[config.mk]
export PLATFORM = sky130hd
export DESIGN_NAME = cnt_seq_monitor
export DESIGN_NICKNAME = d
export VERILOG_FILES = /design/src/rtl/cnt_seq_monitor.sv
export SDC_FILE = /design/constraint.sdc
export NUM_CORES = 1
export LEC_CHECK = 0
export BUFFER_PORTS_ARGS = -buffer_cell sky130_fd_sc_hd__buf_4
export CAP_MARGIN = 20
export CORE_ASPECT_RATIO = 1.4
export CORE_MARGIN = 5
export CORE_UTILIZATION = 45
export DETAILED_ROUTE_END_ITERATION = 10
export GPL_ROUTABILITY_DRIVEN = 0
export PLACE_DENSITY = 0.65
export SYNTH_ARGS = -nofsm -noshare
export SYNTH_HDL_FRONTEND = slang
export SYNTH_SLANG_ARGS = --single-unit
[constraint.sdc]
create_clock -name clk -period 2.75 [get_ports clk]
set_input_delay 0.55 -clock clk [delete_from_list [all_inputs] [get_ports clk]]
set_output_delay 0.55 -clock clk [all_outputs]
set_load 0.005 [all_outputs]
[src/rtl/cnt_seq_monitor.sv]
// cnt_seq_monitor: downstream checker for an up/down counter.
// Samples count_in every clock and checks each sample against the previous
// sample +/-1, following the expected direction. It locks after LOCK_LEN
// consecutive good steps. While locked it counts wraps, reports restarts to 0,
// and flags any other mismatch as a sequence error. Every output is registered.
module cnt_seq_monitor #(
   parameter int CNT_W    = 4,
   parameter int WRAP_W   = 8,
   parameter int ERR_W    = 4,
   parameter int LOCK_LEN = 2
) (
   input  logic              clk,
   input  logic              rst,
   input  logic [CNT_W-1:0]  count_in,
   input  logic              dir,
   input  logic              clr_err,
   output logic              locked,
   output logic              wrap_pulse,
   output logic              restart_pulse,
   output logic [WRAP_W-1:0] wrap_cnt,
   output logic              err_pulse,
   output logic              err_sticky,
   output logic [ERR_W-1:0]  err_cnt
);

   typedef enum logic [1:0] {IDLE, SYNC, TRACK} state_e;

   localparam int                RUN_W    = 3;
   localparam logic [RUN_W-1:0]  LOCK_RUN = RUN_W'(LOCK_LEN);
   localparam logic [CNT_W-1:0]  CNT_MAX  = '1;
   localparam logic [ERR_W-1:0]  ERR_MAX  = '1;

   state_e             state_q, state_d;
   logic [CNT_W-1:0]   prev_q;
   logic [RUN_W-1:0]   run_q, run_d, run_inc;
   logic               dir_q;
   logic               locked_q, locked_d;
   logic               wrap_pulse_q, wrap_pulse_d;
   logic               restart_pulse_q, restart_pulse_d;
   logic               err_pulse_q, err_pulse_d;
   logic [WRAP_W-1:0]  wrap_cnt_q, wrap_cnt_d;
   logic               err_sticky_q, err_sticky_d;
   logic [ERR_W-1:0]   err_cnt_q, err_cnt_d;

   logic [CNT_W-1:0]   exp_val;
   logic               step_ok;
   logic               is_wrap;
   logic               dir_chg;

   // Next-state and output decode: classify the current sample against the expected step.
   always_comb begin
      // NOTE: every variable gets a default before the case; a path that leaves one unassigned would infer a latch.
      state_d         = state_q;
      run_d           = run_q;
      wrap_pulse_d    = 1'b0;
      restart_pulse_d = 1'b0;
      err_pulse_d     = 1'b0;
      wrap_cnt_d      = wrap_cnt_q;
      err_sticky_d    = clr_err ? 1'b0 : err_sticky_q;
      err_cnt_d       = clr_err ? '0 : err_cnt_q;

      exp_val = dir_q ? (prev_q - 1'b1) : (prev_q + 1'b1);
      step_ok = (count_in == exp_val);
      is_wrap = dir_q ? (prev_q == '0 && count_in == CNT_MAX)
                      : (prev_q == CNT_MAX && count_in == '0);
      dir_chg = (dir != dir_q);
      run_inc = run_q + 1'b1;

      case (state_q)
         IDLE: begin
            run_d   = '0;
            state_d = SYNC;
         end
         SYNC: begin
            if (step_ok) begin
               run_d = run_inc;
               if (run_inc >= LOCK_RUN) state_d = TRACK;
            end else begin
               run_d = '0;
            end
         end
         TRACK: begin
            if (step_ok) begin
               if (is_wrap) begin
                  wrap_pulse_d = 1'b1;
                  wrap_cnt_d   = wrap_cnt_q + 1'b1;
               end
            end else begin
               run_d   = '0;
               state_d = SYNC;
               // A mismatch in the cycle that dir changes is blamed on the direction change and not reported.
               if (!dir_chg) begin
                  if (count_in == '0) begin
                     restart_pulse_d = 1'b1;
                  end else begin
                     err_pulse_d  = 1'b1;
                     err_sticky_d = 1'b1;
                     if (err_cnt_d != ERR_MAX) err_cnt_d = err_cnt_d + 1'b1;
                  end
               end
            end
         end
         default: begin
            run_d   = '0;
            state_d = IDLE;
         end
      endcase

      // A direction change forces resynchronisation in the new direction.
      if (dir_chg) begin
         run_d   = '0;
         state_d = SYNC;
      end

      locked_d = (state_d == TRACK);
   end

   // State and output registers with synchronous reset.
   always_ff @(posedge clk) begin
      // NOTE: sequential state uses non-blocking assignments so every register samples pre-edge values.
      if (rst) begin
         state_q         <= IDLE;
         prev_q          <= '0;
         run_q           <= '0;
         dir_q           <= dir;
         locked_q        <= 1'b0;
         wrap_pulse_q    <= 1'b0;
         restart_pulse_q <= 1'b0;
         err_pulse_q     <= 1'b0;
         wrap_cnt_q      <= '0;
         err_sticky_q    <= 1'b0;
         err_cnt_q       <= '0;
      end else begin
         state_q         <= state_d;
         prev_q          <= count_in;
         run_q           <= run_d;
         dir_q           <= dir;
         locked_q        <= locked_d;
         wrap_pulse_q    <= wrap_pulse_d;
         restart_pulse_q <= restart_pulse_d;
         err_pulse_q     <= err_pulse_d;
         wrap_cnt_q      <= wrap_cnt_d;
         err_sticky_q    <= err_sticky_d;
         err_cnt_q       <= err_cnt_d;
      end
   end

   assign locked        = locked_q;
   assign wrap_pulse    = wrap_pulse_q;
   assign restart_pulse = restart_pulse_q;
   assign wrap_cnt      = wrap_cnt_q;
   assign err_pulse     = err_pulse_q;
   assign err_sticky    = err_sticky_q;
   assign err_cnt       = err_cnt_q;

endmodule

==> impl_metrics.yaml, run 1 <==
clocking:
  clockBufferDepth: 2
  post_cts_buffers: 0
  root_buffer: "clkbuf_8"
  tritoncts: "done"
  clock_sink_count: 27
  h-tree-depth: 1
  cts-hold-fix-buffers: 0
  clkLatencyLatePin_ns: 0.27
  cts_buffers: 3
  post_cts_resized: 0
  clkTransAtPathRegs_ns: 0.09
run:
  max-cap-violations: 0
drt:
  post_drt_wl_per_cell_um: 14.3
  vias: 1261
  wl_um: 3160
  dr.pass1.iters: 4
  viasPerCell: 5.71
  ant_nets: 0
  drt_iter0_drc: 37
  drc: 0
timing:
  period_minus_slack_ns: 2.57
  fin_hold_ws_ns: 0.396
  slew_headroom_pct: 63.4
  finalSetupViolCount: 0
  final_hold_viol_count: 0
  max_freq_ghz: 0.389
  post-route-period-util_pct: 93.5
  setup_tns_ns: 0
  slew_violations: 0
  clock_skew_ns: 0.00647
  worstMarginPinSlew_ns: 0.544
  rsz0062_at_grt: "false"
  setup_slack_ns: 0.179
placement:
  port_buffers: 24
  hpwl_um: 2380
  postPlaceCellArea_um2: 1650
  dp_slack_ns: 0.135
critical_path:
  start_kind: "flop"
  end_kind: "flop"
  path_class: "flop to flop"
  arrival_ns: 2.77
  r2r_slack_ns: 0.18
  critPathMaxFanout: 15
  reg2reg_from: "prev_q[0]"
  r2r_end: "wrap_cnt[6]"
  required_ns: 2.95
  reg2reg_depth: 7
  startpoint: "prev_q[0]"
  cp-endpoint: "wrap_cnt[6]"
floorplanning:
  fp.dieW_um: 57.4
  rows: 24
  start_util_pct: 46.2
  die_area_um2: 4380
  io_pins: 25
  die_h_um: 76.4
  coreArea_um2: 3060
grt:
  grt.total_usage_pct: 15.3
  antenna_found_initial: 0
  grt_max_degree: 32
  grt_pass1_wl_um: 5480
  grt_pass1_vias: 1205
  overflow: 0
worst_hold_path:
  min_from: "dir"
  min_path_type: "primary input to flop"
  min_delay_path_depth: 1
yosys:
  synth.distinct_cells: 40
  synth.avg_cell_area_um2: 9.07
  synth-seq-cells: 27
  synth_area_um2: 1420
  netlist.area_leader.share_pct: 38.2
  synth_area_leaders: "dfxtp_1 38%, ha_1 5.3%, a21oi_1 4.6%"
  seq_area_frac_synth_pct: 38.2
  synth_nets: 171
  yosys_warnings: 0
  synth_largest_area_cell: "dfxtp_1"
  syn_inst: 156
finish:
  fin_nets: 198
  area_delta_synth_final_pct: 19.6
  final_cell_mix: "29 x buf_4, 27 x dfxtp_1, 13 x a21oi_1, 11 x nor2_1"
  fillers: 301
  layout-drive-gt1-share_pct: 19.2
  num_antenna_cells: 0
  fin_area_um2: 1690
  layout_commonest_cell: "buf_4"
power_and_ir_drop:
  power_uw: 710
  ir_drop_uv: 340
  leakagePower_uw: 0.000705
  pwr_density_cell_nw_per_um2: 420
run_status:
  status: "finished clean"
## flip-flops by register name, indices dropped and copies added (netlist names)
register and cells:
wrap_cnt 8, restart_pulse 1, prev_q 4, run_q 3, err_cnt 4, wrap_pulse 1, locked 1, err_pulse 1
state_q 2, dir_q 1, err_sticky 1
## cells in the mapped netlist
| master | count |
|---|---|
| fa_1 | 1 |
| o31ai_1 | 4 |
| nor3b_1 | 1 |
| o21bai_1 | 1 |
| nor4_1 | 5 |
| and4_1 | 1 |
| dfxtp_1 | 27 |
| a41oi_1 | 1 |
| and4b_1 | 1 |
| xor2_1 | 4 |
| nand2b_1 | 6 |
| mux2_2 | 1 |
| nor4bb_1 | 1 |
| o21ai_0 | 2 |
| buf_6 | 1 |
| nor2_1 | 11 |
| a21bo_1 | 1 |
| ha_1 | 6 |
| xor3_1 | 1 |
| inv_1 | 9 |
| nor2b_1 | 8 |
| and3_1 | 4 |
| a221oi_1 | 1 |
| clkbuf_1 | 6 |
| o31a_1 | 2 |
| mux2i_1 | 1 |
| nand4_1 | 4 |
| xnor2_1 | 1 |
| nand2_1 | 3 |
| or3_1 | 1 |
| a21oi_1 | 13 |
| xnor3_1 | 1 |
| a311oi_1 | 3 |
| nor3_1 | 2 |
| or4_1 | 5 |
| nand3_1 | 9 |
| a41o_1 | 1 |
| a31o_2 | 2 |
| nor4b_1 | 2 |
| a21o_1 | 2 |
## worst min-delay path by stage
stage                       to
detailed placement  err_sticky
global placement    err_sticky
CTS                      dir_q
finish                   dir_q
floorplan           err_sticky
global route             dir_q
## cell families (layout without fill, tap and decap cells)
| logic type | Yosys count | after routing | synth area share [%] |
|---|---|---|---|
| xor+xnor | 7 | 7 | 6.37 |
| simple gates | 64 | 64 | 26.4 |
| buf+inv | 16 | 42 | 4.77 |
| fa+ha+maj | 7 | 7 | 6.72 |
| mux | 2 | 2 | 1.50 |
| compound gates | 33 | 33 | 16.0 |
| flops | 27 | 27 | 38.2 |
## layer usage
layer	vias to the layer above	part of all wire [%]	global-route usage (%)	wire length, um
met3	5	4.1	3.05	130
li1	628	-	-	-
met5	-	0	0	0
met1	598	43	18.0	1360
met2	30	52	27.1	1630
met4	0	1.3	4.87	41
## metrics by stage
step                      utilization [%]  instances
after global routing                 55.3        221
after global placement               53.8        217
final                                55.3        221
after floorplan                         -        156
after detailed placement             53.8        217
after CTS                            55.3        221
## final cells by class
| type | count | area (um2) | area share, % |
|---|---|---|---|
| Inverter | 9 | 33.8 | 2.00 |
| Timing Repair Buffer | 29 | 218 | 12.9 |
| Tap cell | 39 | 48.8 | 2.88 |
| Clock buffer | 4 | 45.0 | 2.66 |
| Multi-Input combinational cell | 113 | 807 | 47.7 |
| Sequential cell | 27 | 541 | 31.9 |
## critical path, stage by stage (launching register included)
cell	delay (ns)
dfxtp_1	0.44
inv_1	0.09
fa_1	0.42
xor3_1	0.43
nand3_1	0.09
a21o_1	0.31
or4_1	0.55
a21oi_1	0.17
## power by group
group / total (uW) / internal [uW] / switching [uW]
clock: 225 / 104 / 121
sequential: 401 / 396 / 5.90
combinational: 84.2 / 36.7 / 47.4
total: 710 / 536 / 174
Power figures use the tool's default switching activity.
==> run 2: changes to the inputs <==
--- a/config.mk
+++ b/config.mk
@@ -12,7 +12,7 @@
 export CORE_UTILIZATION = 45
 export DETAILED_ROUTE_END_ITERATION = 10
 export GPL_ROUTABILITY_DRIVEN = 0
-export PLACE_DENSITY = 0.65
+export PLACE_DENSITY = 0.68
 export SYNTH_ARGS = -nofsm -noshare
 export SYNTH_HDL_FRONTEND = slang
 export SYNTH_SLANG_ARGS = --single-unit
==> constraint.sdc (replaced) <==
create_clock -name clk -period 2.17 [get_ports clk]
set_input_delay 0.434 -clock clk [delete_from_list [all_inputs] [get_ports clk]]
set_output_delay 0.434 -clock clk [all_outputs]
set_load 0.005 [all_outputs]
==> run 2 against run 1 <==
  * The flow now finishes with violations (negative setup slack)
  * Die area stayed put
  * Clock skew hardly changed
  * First-iteration DRC count is 30% lower
  * Final cell count rose by 5.9%
  * Critical path depth up 2
  * Sequential power up 27%
  * Maximum frequency increased by 16%
  * Clock-buffer cell count unchanged
  * Global-route usage up 0.77 points
  * Hold slack got worse by 0.11 ns
  * Via count up 4.6%
  * Final area grew 13%
==> impl_metrics.yaml, run 2 (synthesis results as in run 1) <==
run_status:
  status: "finished, violations left"
  violations: "negative setup slack"
finish:
  final_cell_mix: "38 x buf_4, 24 x dfxtp_1, 11 x a21oi_1, 11 x nor2_1"
  fin_nets: 211
  layout_commonest_cell: "buf_4"
  fin_area_um2: 1910
  num_antenna_cells: 0
  area_delta_synth_final_pct: 35.0
  layout-drive-gt1-share_pct: 33.3
  fin_util_pct: 62.4
  instances_no_fill: 234
  largest_register_ffs: 8
floorplanning:
  rows: 24
  coreArea_um2: 3060
  start_util_pct: 46.2
  io_pins: 25
  die_area_um2: 4380
  die_h_um: 76.4
  fp.dieW_um: 57.4
critical_path:
  critical-path-top-delay-family: "compound AO/OA/AOI/OAI gates"
  cp_cell_sequence: "inv_2, fa_1, xor2_1, nand3_1, a21o_4, buf_6, buf_6, o31ai_2, a21oi_2"
  cp_slowest_stage_delay_ns: 0.56
  cp_slowest_cell: "fa_1"
  end_kind: "flop"
  critPathMaxFanout: 7
  cp_common_cell: "buf_6"
  required_ns: 2.33
  arrival_ns: 2.37
  path_class: "flop to flop"
  start_kind: "flop"
  cp_num_buf_inv: 3
grt:
  grt.total_usage_pct: 16.1
  grt_pass1_wl_um: 5780
  overflow: 0
  grt_max_degree: 32
  grt_pass1_vias: 1366
  antenna_found_initial: 0
timing:
  period_minus_slack_ns: 2.21
  max_freq_ghz: 0.452
  final_hold_viol_count: 0
  fin_hold_ws_ns: 0.283
  worstMarginPinSlew_ns: 0.498
  setup_slack_ns: -0.0404
  rsz0062_at_grt: "true"
  post-route-period-util_pct: 102
  clock_skew_ns: 0.00656
  slew_violations: 0
  slew_headroom_pct: 66.6
  finalSetupViolCount: 3
drt:
  viasPerCell: 5.64
  wl_um: 3430
  ant_nets: 0
  dr.pass1.iters: 4
  drt_iter0_drc: 26
  post_drt_wl_per_cell_um: 14.7
  drc: 0
  vias: 1319
power_and_ir_drop:
  pwr_density_cell_nw_per_um2: 489
  ir_drop_uv: 416
  leakagePower_uw: 0.000798
  power_uw: 935
placement:
  port_buffers: 24
  dpl.cell_count: 229
  hpwl_um: 2550
  postPlaceCellArea_um2: 1760
clocking:
  clkTransAtPathRegs_ns: 0.09
  clkLatencyLatePin_ns: 0.27
  root_buffer: "clkbuf_8"
  cts-hold-fix-buffers: 0
  clockBufferDepth: 2
  h-tree-depth: 1
  clock_sink_count: 27
  tritoncts: "done"
  cts_buffers: 3
worst_hold_path:
  min_path_type: "primary input to flop"
run:
  max-cap-violations: 0
[run 2: cell count changes in the layout (fill, tap and decap cells not counted), moves of 2 or more]
cell	before	now
or4_4	0	2
o31ai_1	4	2
a21oi_2	0	2
buf_6	0	3
inv_1	9	7
or4_1	5	3
buf_4	29	38
dfxtp_2	0	3
inv_2	0	2
a21oi_1	13	11
dfxtp_1	27	24
[run 2: final cells by class]
cell class	instances	area, um2
repair buffers	42	339
clock buffers	4	45.0
fillers	272	1150
inverters	9	33.8
flip-flops and latches	27	544
multi-input cells	113	900
well taps	39	48.8
[run 2: power by group]
part           leakage [uW]  total (uW)  internal (uW)  switching (uW)
logic              0.000555         148           73.1            75.3
registers          0.000220         508            502            5.78
clock network     0.0000228         279            131             148
total              0.000798         935            706             229
[run 2: worst register-to-register path: cells and delay by family, from the launching register on]
kind / cells / cell delay (ns)
adder cells (fa/ha/maj): 1 / 0.56
flip-flops: 1 / 0.34
XOR/XNOR: 1 / 0.22
AND/OR/NAND/NOR: 1 / 0.13
AO/OA/AOI/OAI: 3 / 0.59
buffers and inverters: 3 / 0.27
[run 2: layer usage]
layer  global-route usage (%)  up-vias  wire, um
met2                     29.3       23      1910
li1                         -      655         -
met3                     2.03        6        82
met4                     7.66        0        59
met1                     17.7      635      1380
met5                        0        -         0
[run 2: timing repair]
item,in CTS,in global routing
pin swaps,14,7
resized for setup,7,15
endpoints found under the hold margin,0,0
setup endpoints to repair,8,15
buffers inserted,1,0
[run 2: per-stage QoR]
stage | setup slack (ns) | setup TNS, ns
after detailed placement | -0.138 | -0.695
after CTS | -0.0445 | -0.142
after global placement | -0.0754 | -0.280
final | -0.0404 | -0.0661
after global routing | -0.109 | -0.607
after floorplan | 0.0199 | 0
[run 2: worst paths after layout]
kind | slack [ns] | cells after the start | from | endpoint
hold / removal | 0.28 | 1 | dir | dir_q
hold reg to reg | 0.48 | 2 | err_sticky | err_sticky
setup / recovery | -0.04 | 9 | prev_q[0] | wrap_cnt[4]
setup reg to reg | -0.04 | 9 | prev_q[0] | wrap_cnt[4]
==> run 3: changes to the inputs <==
--- a/config.mk
+++ b/config.mk
@@ -10,6 +10,7 @@
 export CORE_ASPECT_RATIO = 1.4
 export CORE_MARGIN = 5
 export CORE_UTILIZATION = 45
+export CTS_BUF_LIST = sky130_fd_sc_hd__clkbuf_16
 export DETAILED_ROUTE_END_ITERATION = 10
 export GPL_ROUTABILITY_DRIVEN = 0
 export PLACE_DENSITY = 0.68
==> run 3 against run 2 <==
  * The run still ends with negative setup slack left
  * Combinational power increased by 11%
  * Sequential cell count unchanged
  * Clock-buffer cell count is 1 lower
  * Clock power grew 48%
  * Critical endpoint unchanged
  * Largest power group unchanged
==> impl_metrics.yaml, run 3 (synthesis results as in run 1) <==
run_status:
  status: "finished, violations left"
  violations: "negative setup slack"
floorplanning:
  io_pins: 25
  fp.dieW_um: 57.4
  die_area_um2: 4380
  rows: 24
  coreArea_um2: 3060
  die_h_um: 76.4
  start_util_pct: 46.2
timing:
  slew_headroom_pct: 66.9
  worstMarginPinSlew_ns: 0.492
  post-route-period-util_pct: 101
  slew_violations: 0
  clock_skew_ns: 0.00886
  max_freq_ghz: 0.457
  rsz0062_at_grt: "true"
  period_minus_slack_ns: 2.19
  fin_hold_ws_ns: 0.296
  setup_slack_ns: -0.0189
  final_hold_viol_count: 0
  finalSetupViolCount: 2
grt:
  grt_max_degree: 32
  overflow: 0
  grt_pass1_wl_um: 5930
  grt.total_usage_pct: 16.6
  grt_pass1_vias: 1364
  antenna_found_initial: 0
power_and_ir_drop:
  power_uw: 1080
  combPwrFrac_pct: 15.2
  pwr_density_cell_nw_per_um2: 542
  leakagePower_uw: 0.000843
  p_int_uw: 829
  switching_share_pct: 23.5
  share_clk_of_total_power_pct: 38.0
  p_sw_uw: 255
  pwr-share-seq_pct: 46.8
  ir_drop_uv: 409
run:
  max-cap-violations: 0
drt:
  viasPerCell: 5.61
  vias: 1325
  post_drt_wl_per_cell_um: 14.9
  drc: 0
  ant_nets: 0
  wl_um: 3510
  dr.pass1.iters: 4
  drt_iter0_drc: 48
clocking:
  clkLatencyLatePin_ns: 0.26
  clockBufferDepth: 2
  clock_sink_count: 27
  cts-hold-fix-buffers: 0
  h-tree-depth: 1
  root_buffer: "clkbuf_16"
  clkTransAtPathRegs_ns: 0.07
  cts_buffers: 3
  tritoncts: "done"
placement:
  hpwl_um: 2550
  port_buffers: 24
  dp_slack_ns: -0.138
  dpl.cell_count: 229
  postPlaceCellArea_um2: 1760
worst_hold_path:
  min_path_type: "primary input to flop"
  min_from: "dir"
  min_delay_path_depth: 1
  min_to: "dir_q"
critical_path:
  end_kind: "flop"
  reg2reg_from: "prev_q[0]"
  path_class: "flop to flop"
  critPathMaxFanout: 7
  reg2reg_depth: 7
  start_kind: "flop"
  r2r_end: "wrap_cnt[4]"
  required_ns: 2.37
  arrival_ns: 2.39
  r2r_slack_ns: -0.02
finish:
  area_delta_synth_final_pct: 41.5
  largest_register_ffs: 8
  final_cell_mix: "39 x buf_4, 24 x dfxtp_1, 12 x a21oi_1, 11 x nor2_1"
  layout-drive-gt1-share_pct: 34.5
  fin_area_um2: 2000
  layout_commonest_cell: "buf_4"
  num_antenna_cells: 0
  instances_no_fill: 236
  fin_nets: 213
run 3: changes by cell type in the layout (fill, tap and decap cells not counted), sizes merged:
cell and change:
buf +2, clkbuf -1, inv +1
run 3: how the worst max path moves through the flow:
| stage | slack [ns] | from | cells after the start | endpoint |
|---|---|---|---|---|
| finish | -0.02 | prev_q[0] | 7 | wrap_cnt[4] |
| global route | -0.09 | prev_q[0] | 8 | wrap_cnt[3] |
| CTS | -0.03 | dir_q | 7 | wrap_cnt[4] |
| detailed placement | -0.14 | prev_q[0] | 7 | wrap_cnt[4] |
| global placement | -0.08 | count_in[3] | 6 | wrap_cnt[2] |
| floorplan | 0.02 | dir_q | 8 | err_cnt[3] |
run 3: power by group through the flow:
stage | Clock, uW | Combinational [uW] | Sequential, uW
after floorplan | 0 | 71.3 | 519
after global placement | 0 | 125 | 518
after CTS | 420 | 148 | 508
after detailed placement | 0 | 130 | 518
final | 412 | 164 | 508
after global routing | 442 | 176 | 509
run 3: worst max-delay path: stages, from the launching register on:
cell     delay (ns)
dfxtp_2        0.33
inv_2          0.04
fa_1           0.58
xor2_2         0.21
nand3_2        0.11
a21o_4         0.23
or4_4          0.52
a21oi_2        0.12
run 3: per-layer routing:
metal	wire length (um)	part of all wire, %	vias to the layer above	global-route usage, %
li1	-	-	658	-
met1	1390	40	634	18.1
met2	1950	56	27	30.4
met3	105	3.0	6	2.54
met4	63	1.8	0	7.42
met5	0	0	-	0
run 3: stage by stage:
stage | TNS [ns] | utilization, %
6_report | -0.0199 | 65.4
5_1_grt | -0.699 | 65.4
4_1_cts | -0.0924 | 62.7
3_5_place_dp | -0.695 | 57.4
3_3_place_gp | -0.280 | 57.4
2_1_floorplan | 0 | -
run 3: cell type report:
cell class                      count  area [um2]
Clock inverter                      1        3.75
Multi-Input combinational cell    113         938
Inverter                            9        33.8
Tap cell                           39        48.8
Sequential cell                    27         544
Timing Repair Buffer               44         358
Fill cell                         265        1060
Clock buffer                        3        75.1
run 3: what timing repair did:
item,CTS,global route
endpoints found under the hold margin,0,0
setup endpoints to repair,8,17
setup buffers,2,1
pin swaps,14,10
gates resized for setup,13,14
